===== config.mk =====
export PLATFORM = sky130hd
export DESIGN_NAME = jtag_cmd_seq
export DESIGN_NICKNAME = d
export VERILOG_FILES = /design/src/rtl/jtag_cmd_seq.sv
export SDC_FILE = /design/constraint.sdc
export NUM_CORES = 1
export LEC_CHECK = 0
export CORE_MARGIN = 2
export CORE_UTILIZATION = 45
export DETAILED_ROUTE_END_ITERATION = 8
export GPL_TIMING_DRIVEN = 1
export PLACE_DENSITY = 0.86
export SLEW_MARGIN = 10
export SYNTH_ARGS = -nofsm -noshare
export SYNTH_HDL_FRONTEND = slang
export SYNTH_SLANG_ARGS = --single-unit

===== constraint.sdc =====
create_clock -name clk -period 2.8 [get_ports clk]
set_input_delay 0.56 -clock clk [delete_from_list [all_inputs] [get_ports clk]]
set_output_delay 0.56 -clock clk [all_outputs]
set_load 0.005 [all_outputs]

===== src/rtl/jtag_cmd_seq.sv =====
// JTAG command sequencer: loads IR/DR FIFOs from host commands and an
// upstream stream, kicks the shift engine and tracks its busy handshake.
// Ports: clk/rst_n; host cmd (start, cmd_ready, cmd_mode, cmd_instr,
// cmd_nwords); stream (data_in, data_valid, data_ready); engine (op, work,
// busy); FIFOs (wdata_*, wr_*, full_*, usedw_*); status (done, err).
// Build option: JTAG_CMD_SEQ_TIMEOUT_EN adds an engine handshake timeout.
module jtag_cmd_seq #(
    parameter int DATA_INSTRUCTION = 6,
    parameter int DATA_FIFO = 8,
    parameter int FIFO_DEPTH = 16,
    parameter int MAX_WORDS = 16,
    parameter int TIMEOUT_CYCLES = 1024,
    localparam int UW = $clog2(FIFO_DEPTH),
    localparam int CW = $clog2(MAX_WORDS + 1)
) (
    input  logic                        clk,
    input  logic                        rst_n,
    input  logic                        start,
    output logic                        cmd_ready,
    input  logic [1:0]                  cmd_mode,
    input  logic [DATA_INSTRUCTION-1:0] cmd_instr,
    input  logic [CW-1:0]               cmd_nwords,
    input  logic [DATA_FIFO-1:0]        data_in,
    input  logic                        data_valid,
    output logic                        data_ready,
    output logic                        op,
    output logic                        work,
    input  logic                        busy,
    output logic [DATA_INSTRUCTION-1:0] wdata_instruction,
    output logic                        wr_instruction,
    input  logic                        full_instruction,
    input  logic [UW-1:0]               usedw_instruction,
    output logic [DATA_FIFO-1:0]        wdata_data,
    output logic                        wr_data,
    input  logic                        full_data,
    input  logic [UW-1:0]               usedw_data,
    output logic                        done,
    output logic                        err
);

    typedef enum logic [2:0] {
        IDLE,
        WAIT_FREE,
        WR_INSTR,
        WR_DATA,
        KICK,
        WAIT_ACK,
        WAIT_END,
        DONE
    } state_t;

    localparam logic [CW-1:0] MAX_W = CW'(MAX_WORDS);

    state_t                      state;
    state_t                      state_d;
    logic [1:0]                  mode_q;
    logic [DATA_INSTRUCTION-1:0] instr_q;
    logic [CW-1:0]               nwords_q;
    logic [CW-1:0]               rem_q;
    logic                        op_q;
    logic                        err_q;
    logic                        accept;
    logic                        illegal;
    logic                        reload;
    logic                        timeout_hit;

    assign accept  = start && (state == IDLE);
    assign illegal = (cmd_mode == 2'b00)
                  || (cmd_mode[1] && (cmd_nwords == '0))
                  || (cmd_nwords > MAX_W);

    assign cmd_ready         = (state == IDLE);
    assign data_ready        = (state == WR_DATA) && !full_data;
    assign wr_data           = data_valid && data_ready;
    assign wdata_data        = data_in;
    assign wr_instruction    = (state == WR_INSTR) && !full_instruction;
    assign wdata_instruction = instr_q;
    assign work              = (state == KICK);
    assign op                = op_q;
    assign done              = (state == DONE);
    assign err               = err_q;

    // IR phase of an IR+DR command falls through to the data load.
    assign reload = (state == WAIT_END) && (state_d == WR_DATA);

`ifdef JTAG_CMD_SEQ_TIMEOUT_EN
    localparam int TW = $clog2(TIMEOUT_CYCLES + 1);
    localparam logic [TW-1:0] TO_LAST = TW'(TIMEOUT_CYCLES - 1);

    logic [TW-1:0] cnt_q;
    logic          waiting;

    assign waiting     = (state == WAIT_ACK) || (state == WAIT_END);
    assign timeout_hit = waiting && (cnt_q == TO_LAST);

    always_ff @(posedge clk or negedge rst_n) begin
        if (!rst_n) begin
            cnt_q <= '0;
        end else if (state == KICK) begin
            cnt_q <= '0;
        end else if (waiting && !timeout_hit) begin
            cnt_q <= cnt_q + TW'(1);
        end
    end
`else
    logic unused_timeout;

    assign timeout_hit    = 1'b0;
    assign unused_timeout = TIMEOUT_CYCLES[0];
`endif

    // FIFO levels are informational; flow control uses the full flags.
    logic unused_usedw;
    assign unused_usedw = ^{usedw_instruction, usedw_data};

    always_ff @(posedge clk or negedge rst_n) begin
        if (!rst_n) begin
            state <= IDLE;
        end else begin
            state <= state_d;
        end
    end

    always_comb begin
        state_d = state;
        unique case (state)
            IDLE:      if (accept && !illegal) state_d = WAIT_FREE;
            WAIT_FREE: if (!busy) state_d = mode_q[0] ? WR_INSTR : WR_DATA;
            WR_INSTR:  if (!full_instruction) state_d = KICK;
            WR_DATA:   if (wr_data && (rem_q == CW'(1))) state_d = KICK;
            KICK:      state_d = WAIT_ACK;
            WAIT_ACK:  if (busy) state_d = WAIT_END;
            WAIT_END: begin
                if (!busy) begin
                    if (!op_q && (mode_q == 2'b11)) state_d = WR_DATA;
                    else state_d = DONE;
                end
            end
            DONE:      state_d = IDLE;
            default:   state_d = IDLE;
        endcase
        if (timeout_hit) state_d = IDLE;
    end

    always_ff @(posedge clk or negedge rst_n) begin
        if (!rst_n) begin
            mode_q   <= '0;
            instr_q  <= '0;
            nwords_q <= '0;
            rem_q    <= '0;
            op_q     <= 1'b0;
            err_q    <= 1'b0;
        end else begin
            err_q <= (accept && illegal) || timeout_hit;
            if (accept) begin
                mode_q   <= cmd_mode;
                instr_q  <= cmd_instr;
                nwords_q <= cmd_nwords;
            end
            if (accept) rem_q <= cmd_nwords;
            else if (reload) rem_q <= nwords_q;
            else if (wr_data) rem_q <= rem_q - CW'(1);
            // Phase is fixed on entry to KICK and held until the next kick.
            if ((state_d == KICK) && (state != KICK)) begin
                op_q <= (state == WR_DATA);
            end
        end
    end

endmodule

==> results of run 1 <==
## per-layer routing
layer	vias to the layer above	share of wire
li1	536	-
met3	9	0.069
met5	-	0
met4	0	0.021
met1	543	0.39
met2	42	0.52
## power by group through the flow
stage / logic [mW] / clock network (mW) / registers (mW)
4_1_cts: 0.708 / 0.168 / 0.646
3_5_place_dp: 0.701 / 0 / 0.650
5_1_grt: 0.783 / 0.180 / 0.675
2_1_floorplan: 0.514 / 0 / 0.581
3_3_place_gp: 0.663 / 0 / 0.641
6_report: 0.702 / 0.165 / 0.645
## cells in the final DEF, fill, tap and decap left out, types with 2 or more instances in the layout
| cell | Yosys | final |
|---|---|---|
| o21ai_0 | 7 | 7 |
| nor2_1 | 4 | 4 |
| o22ai_1 | 2 | 2 |
| a31oi_1 | 4 | 4 |
| clkdlybuf4s50_1 | 0 | 33 |
| nand3_1 | 3 | 3 |
| inv_1 | 9 | 9 |
| dfrtp_1 | 23 | 23 |
| and2_1 | 2 | 2 |
| nor3_1 | 6 | 6 |
| nand2_1 | 36 | 36 |
| nor3b_1 | 3 | 3 |
| clkbuf_4 | 0 | 3 |
| o221ai_1 | 3 | 3 |
| a21oi_1 | 3 | 3 |
| buf_4 | 8 | 2 |
| ha_1 | 2 | 2 |
| mux2_4 | 2 | 2 |
| xnor2_1 | 3 | 3 |
## tightest hold or removal path, delay by kind of cell (launching register included)
family | cells | cell delay (ns)
and+or+nand+nor | 2 | 0.11
DFF | 1 | 0.37
## through the flow
step,setup WS [ns],util
finish,0.153,0.588
global route,0.0346,0.588
CTS,0.149,0.588
detailed placement,0.191,0.578
global placement,0.195,0.578
floorplan,1.03,-
## flip-flops by register name, summed over array words and instances, names as in the netlist
register / count
err: 1
mode_q: 2
nwords_q: 5
rem_q: 5
state: 3
op: 1
wdata_instruction: 6
## final cells by class
class,count,area [sq um]
sequential,23,576
multi-input combinational,98,601
tap,31,38.8
timing repair buffer,35,345
fill,260,1140
clock inverter,1,5.00
clock buffer,3,22.5
inverter,9,33.8
## final timing paths
path	startpoint	slack, ns	cells past startpoint	end
worst max-delay path	state[2]$_DFF_PN0_	0.15	3	wr_data
worst min-delay path	nwords_q[0]$_DFFE_PN0P_	0.50	2	nwords_q[0]$_DFFE_PN0P_
worst max register to register	state[1]$_DFF_PN0_	0.80	4	rem_q[3]$_DFFE_PN0P_
worst min register to register	nwords_q[0]$_DFFE_PN0P_	0.50	2	nwords_q[0]$_DFFE_PN0P_
max in group asynchronous	rst_n	2.01	2	rem_q[4]$_DFFE_PN0P_
min in group asynchronous	rst_n	0.56	2	wdata_instruction[3]$_DFFE_PN0P_
## kinds of logic after synthesis
family                   count (synthesis)  share of synthesized area
buffers and inverters                   24                      0.104
AND/OR/NAND/NOR                         64                      0.249
adder cells (fa/ha/maj)                  2                     0.0191
multiplexers                             2                     0.0229
flip-flops                              23                      0.439
AO/OA/AOI/OAI                           26                      0.140
XOR/XNOR                                 4                     0.0267
==> Flow_metrics.wiki, run 1 <==
{| class="wikitable"
! Metric !! Value
|-
| CP Data Arrival Time || 2.09 ns
|-
| F_max || 378 MHz
|-
| Clock Tree Root || clkbuf_4
|-
| Headroom to the max-slew limit || 0.483
|-
| Library cell with the highest instance count after synthesis || nand2_1
|-
| All-layer global routing usage || 0.193
|-
| Count of max-cap constraint violations || 0
|-
| Total grt overflow || 0
|-
| Total wire length after detailed routing || 2930 microns
|-
| Iter 0 DRT Violations || 24
|-
| Internal power || 0.924 mW
|-
| Flop and latch count out of synthesis || 23
|-
| Share of layout cells above drive strength 1 || 0.0888
|-
| Cells along the critical path || and4bb_2 > and2_1 > clkdlybuf4s50_1
|-
| Maximum VDD drop || 0.611 mV
|-
| Global placer's final weighted congestion || 0.844
|-
| Top post-synthesis cells by area || dfrtp_1 44%, nand2_1 10%, buf_4 4.6%
|-
| Count of instances resized after the clock tree is built || 0
|-
| Share of the cycle needed by the critical path after routing || 0.946
|-
| Setup Fix Bufs, Post-CTS || 0
|-
| Vias || 1130
|-
| Worst path top cell family by delay || simple AND/OR/NAND/NOR gates
|-
| Classification of the worst setup path || flip-flop to output pin
|-
| Average wire per cell in the routed design || 14.7 microns
|-
| Placement-stage cell area || 0.00159 sq mm
|-
| Seq/Total Area, Yosys || 0.439
|-
| Dominant cell type by area after synthesis || dfrtp_1
|-
| Half-perimeter wire length after placement || 2170 microns
|-
| Proportion of total power due to net switching || 0.389
|-
| Count of cell types in the netlist || 39
|-
| Type of destination of the critical path || output pin
|-
| Setup Skew || 0.00418 ns
|-
| Path class of the lowest-slack min-delay path || flip-flop to flip-flop
|-
| H-tree levels || 1
|-
| Met3 usage || 0.0335
|-
| Die outline area || 0.00336 sq mm
|-
| Cell with the biggest individual delay on the critical path || dfrtp_1
|-
| Via count of the first global-routing pass || 1089
|-
| Cell count after placement || 196
|-
| Die outline height || 58.0 microns
|-
| Yosys synthesis warning count || 0
|-
| Starting Density || 0.476
|-
| Outcome || complete, no violations
|-
| Post-layout min period || 2.65 ns
|-
| Nets in the synthesized netlist || 183
|-
| Max clock buf depth || 2
|-
| Top fanout value on the critical path || 14
|-
| Synthesized instance count || 145
|-
| Sum of buffers and inverters on the critical path || 1
|-
| Average instance area after synthesis || 9.05 sq um
|-
| Portion of synthesized cell area occupied by the leading cell type || 0.439
|-
| Final net count || 208
|-
| CTS clk-pin slew, worst paths || 0.14 ns
|-
| Hold buffers post-CTS || 0
|-
| Port Buffer Count || 33
|-
| Number of synthesized flops with an enable pin || 0
|-
| Combinational fraction of design power || 0.464
|-
| Pwr/cell area || 933 mW/mm^2
|-
| GRT met1 Usage || 0.250
|-
| Min Hold Slack || 0.497 ns
|-
| Setup tns final || 0 ns
|-
| Worst-Skew Late Latency || 0.33 ns
|-
| Sinks on Clock Net || 23
|-
| Ranking of synthesized cells by instance count || 36 x nand2_1, 23 x dfrtp_1, 9 x inv_1
|-
| Post-Layout Inst Area || 0.00162 sq mm
|-
| Wire length of the first global-routing pass || 4990 microns
|-
| Switching power total || 0.588 mW
|-
| Count of TritonRoute iterations in the first routing pass || 4
|-
| Maximum number of pins on one net before global-route repair || 24
|-
| Antenna violations before repair || 0
|-
| Remaining routing DRC violations || 0
|-
| Number of endpoints with negative hold slack in the final report || 0
|-
| Count of nets left with antenna violations after detail routing || 0
|-
| Top FF cell, synth || dfrtp_1
|-
| Met2 Use GR || 0.323
|-
| Setup Viol. Count Final || 0
|-
| RSZ-0062 raised after global routing || false
|-
| Startpoint Class || flip-flop
|-
| Number of buffers inserted during clock tree synthesis || 3
|-
| Sequential cell fraction of total power || 0.426
|-
| Clock power share || 0.109
|-
| Area growth, synth to finish || 23.5%
|-
| Proportion of synthesized flip-flops having asynchronous set or reset || 1.00
|-
| Top Usage Layer GRT || met2
|-
| Final non-filler cell total || 200
|-
| Leakage || 0.708 nW
|-
| Standard cell core area || 0.00276 sq mm
|-
| Ports || 58
|-
| Data required time of the critical path || 2.24 ns
|-
| Final Max Slew Viols || 0
|-
| Antenna cells || 0
|-
| Via density per instance || 5.65
|-
| Pwr Total || 1.51 mW
|-
| Die X-Extent || 58.0 microns
|-
| Critical path's largest stage delay || 0.56 ns
|-
| Mapped cell area || 0.00131 sq mm
|-
| Number of core rows || 19
|-
| Clock tree from TritonCTS || done
|-
| Worst Tran Pin Value || 0.774 ns
|}
Power figures use the tool's default switching activity.
==> inputs of run 2 (changes only) <==
Settings changed: CORE_ASPECT_RATIO from default to 1.1, RECOVER_POWER from default to 25.
==> run 2 against run 1 <==
Effect of this change:
- worst hold slack worse by 0.013 ns
- non-clock buffer count unchanged
- combinational power about the same
- sequential share of layout area barely moved
- sequential cell count is the same
- total power is 1.1% lower
- critical path depth increased by 1
- via count down 2.2%
- sequential power shrank 0.9%
- count of clock-buffer cells in the layout did not move
- worst setup slack improved by 0.040 ns
- critical endpoint unchanged
==> Flow_metrics.wiki, run 2 (same netlist as run 1, synthesis figures left out) <==
{| class="wikitable"
! Metric !! Value
|-
| Worst-Skew Late Latency || 0.31 ns (-0.02 ns)
|-
| Placement-stage worst setup slack || 0.197 ns (+0.00568 ns)
|-
| Cell count after placement || 198 (+1.0%)
|-
| Die X-Extent || 55.5 microns (-4.3%)
|-
| Standard cell core area || 0.00278 sq mm (+0.73%)
|-
| Commonest non-fill, non-tap cell in the layout || nand2_1
|-
| Setup Skew || 0.00984 ns (+0.00566 ns)
|-
| Sinks on Clock Net || 23 (unchanged)
|-
| CTS clk-pin slew, worst paths || 0.13 ns (about the same)
|-
| Die outline height || 60.6 microns (+4.5%)
|-
| Launching instance or port of the critical path || full_data
|-
| Endpoint of the most critical register-to-register path || rem_q[3]$_DFFE_PN0P_
|-
| Final net count || 208 (unchanged)
|-
| Remaining routing DRC violations || 0 (unchanged)
|-
| CP Data Arrival Time || 2.05 ns (-0.04 ns)
|-
| F_max || 384 MHz (+1.5%)
|-
| Die outline area || 0.00337 sq mm (about the same)
|-
| Area growth, synth to finish || 23.5% (about the same)
|-
| End point of the worst hold path || nwords_q[0]$_DFFE_PN0P_
|-
| Ports || 58 (unchanged)
|-
| H-tree levels || 1 (unchanged)
|-
| Placement-stage cell area || 0.00160 sq mm (+0.16%)
|-
| Most frequent cells in the layout || 36 x nand2_1, 32 x clkdlybuf4s50_1, 23 x dfrtp_1
|-
| All-layer global routing usage || 0.173 (-0.0197)
|-
| Antenna cells || 0 (unchanged)
|-
| Path class of the lowest-slack min-delay path || flip-flop to flip-flop
|-
| Max clock buf depth || 2 (unchanged)
|-
| Outcome || complete, no violations
|-
| Final worst setup slack || 0.193 ns (+0.0403 ns)
|-
| Post-layout min period || 2.61 ns (-0.0403 ns)
|-
| Top fanout value on the critical path || 6 (-8)
|-
| Worst Tran Pin Value || 1.20 ns (+0.423 ns)
|-
| Half-perimeter wire length after placement || 2050 microns (-5.2%)
|-
| Count of TritonRoute iterations in the first routing pass || 4 (unchanged)
|-
| Count of instances resized after the clock tree is built || 0 (unchanged)
|-
| Total grt overflow || 0 (unchanged)
|-
| Largest register FFs || 6 (unchanged)
|-
| Post-Layout Inst Area || 0.00162 sq mm (about the same)
|-
| Start of the worst register-to-register path || state[1]$_DFF_PN0_
|-
| Depth of the worst hold-timing path || 2 (unchanged)
|-
| Data required time of the critical path || 2.24 ns (about the same)
|-
| Port Buffer Count || 33 (unchanged)
|-
| Antenna violations before repair || 0 (unchanged)
|-
| RSZ-0062 raised after global routing || false
|-
| Setup tns final || 0 ns (unchanged)
|-
| Classification of the worst setup path || primary input to output pin
|-
| Final non-filler cell total || 202 (+1.0%)
|-
| Count of nets left with antenna violations after detail routing || 0 (unchanged)
|-
| Starting Density || 0.473 (-0.00343)
|-
| Global placer's final weighted congestion || 0.868 (+2.8%)
|-
| Clock Tree Root || clkbuf_4
|-
| Leakage || 0.705 nW (-0.47%)
|-
| Worst setup slack for register-to-register paths || 0.82 ns (+0.02 ns)
|-
| Vias || 1105 (-2.2%)
|-
| Maximum VDD drop || 0.508 mV (-17%)
|-
| Number of core rows || 20 (+1)
|-
| Type of destination of the critical path || output pin
|-
| Final Max Slew Viols || 0 (unchanged)
|-
| Share of layout cells above drive strength 1 || 0.0828 (-0.00592)
|-
| Via count of the first global-routing pass || 1045 (-4.0%)
|-
| Setup Viol. Count Final || 0 (unchanged)
|-
| Pwr/cell area || 923 mW/mm^2 (-1.0%)
|-
| Maximum number of pins on one net before global-route repair || 24 (unchanged)
|-
| Wire length of the first global-routing pass || 4580 microns (-8.2%)
|-
| Via density per instance || 5.47 (-3.2%)
|-
| Number of buffers inserted during clock tree synthesis || 3 (unchanged)
|-
| Count of max-cap constraint violations || 0 (unchanged)
|-
| Total wire length after detailed routing || 2810 microns (-4.3%)
|-
| Iter 0 DRT Violations || 31 (+29%)
|-
| Setup Fix Bufs, Post-CTS || 0 (unchanged)
|-
| Average wire per cell in the routed design || 13.9 microns (-5.2%)
|-
| Startpoint Class || primary input
|-
| Worst reg-to-reg path cell count || 4 (unchanged)
|-
| Hold buffers post-CTS || 0 (unchanged)
|-
| Clock tree from TritonCTS || done
|-
| Number of endpoints with negative hold slack in the final report || 0 (unchanged)
|-
| Min Hold Slack || 0.484 ns (-0.0125 ns)
|-
| Headroom to the max-slew limit || 0.203 (-0.280)
|-
| Share of the cycle needed by the critical path after routing || 0.931 (-0.0144)
|-
| Hold wc startpoint || nwords_q[0]$_DFFE_PN0P_
|}
-- run 2: cell types whose count changed in the layout (fill, tap and decap cells not counted) --
cell | previous run | this run
clkdlybuf4s50_1 | 33 | 32
dlygate4sd3_1 | 0 | 1
buf_4 | 2 | 1
clkbuf_1 | 0 | 1
-- run 2: metrics by stage --
stage               total power, mW  utilization
floorplan                      1.09            -
global placement               1.31        0.575
detailed placement             1.34        0.575
CTS                            1.50        0.585
global route                   1.61        0.583
finish                         1.50        0.583
-- run 2: area by class of cell --
| type | instances | area (sq um) |
|---|---|---|
| flip-flops and latches | 23 | 576 |
| inverters | 9 | 33.8 |
| multi-input cells | 98 | 601 |
| repair buffers | 35 | 342 |
| clock inverters | 1 | 5.00 |
| well taps | 33 | 41.3 |
| clock buffers | 3 | 22.5 |
| fillers | 257 | 1160 |
-- run 2: worst max path at each step --
stage	endpoint	slack [ns]	cells past startpoint
CTS	wr_data	0.19	4
floorplan	rem_q[3]$_DFFE_PN0P_	1.03	5
detailed placement	wr_data	0.20	4
global route	wr_data	0.09	3
global placement	wr_data	0.21	4
finish	wr_data	0.19	4
-- run 2: routing by layer --
metal	wire (microns)	track usage	vias up
li1	-	-	532
met1	1260	0.221	517
met2	1330	0.293	52
met3	193	0.0341	4
met4	22	0.0767	0
met5	0	0	-
-- run 2: power by group --
group	switching, mW	internal (mW)
Combinational	0.319	0.386
Sequential	0.155	0.484
Clock	0.0986	0.0533
-- run 2: worst max-delay path: stages --
cell             delay (ns)
clkdlybuf4s50_1        0.39
and4bb_2               0.36
and2_1                 0.22
clkdlybuf4s50_1        0.52
==> inputs of run 3 (changes only) <==
Settings changed: CAP_MARGIN from default to 15.
==> results of run 3 <==
Final layout, timing and power as in run 2 (identical DEF).
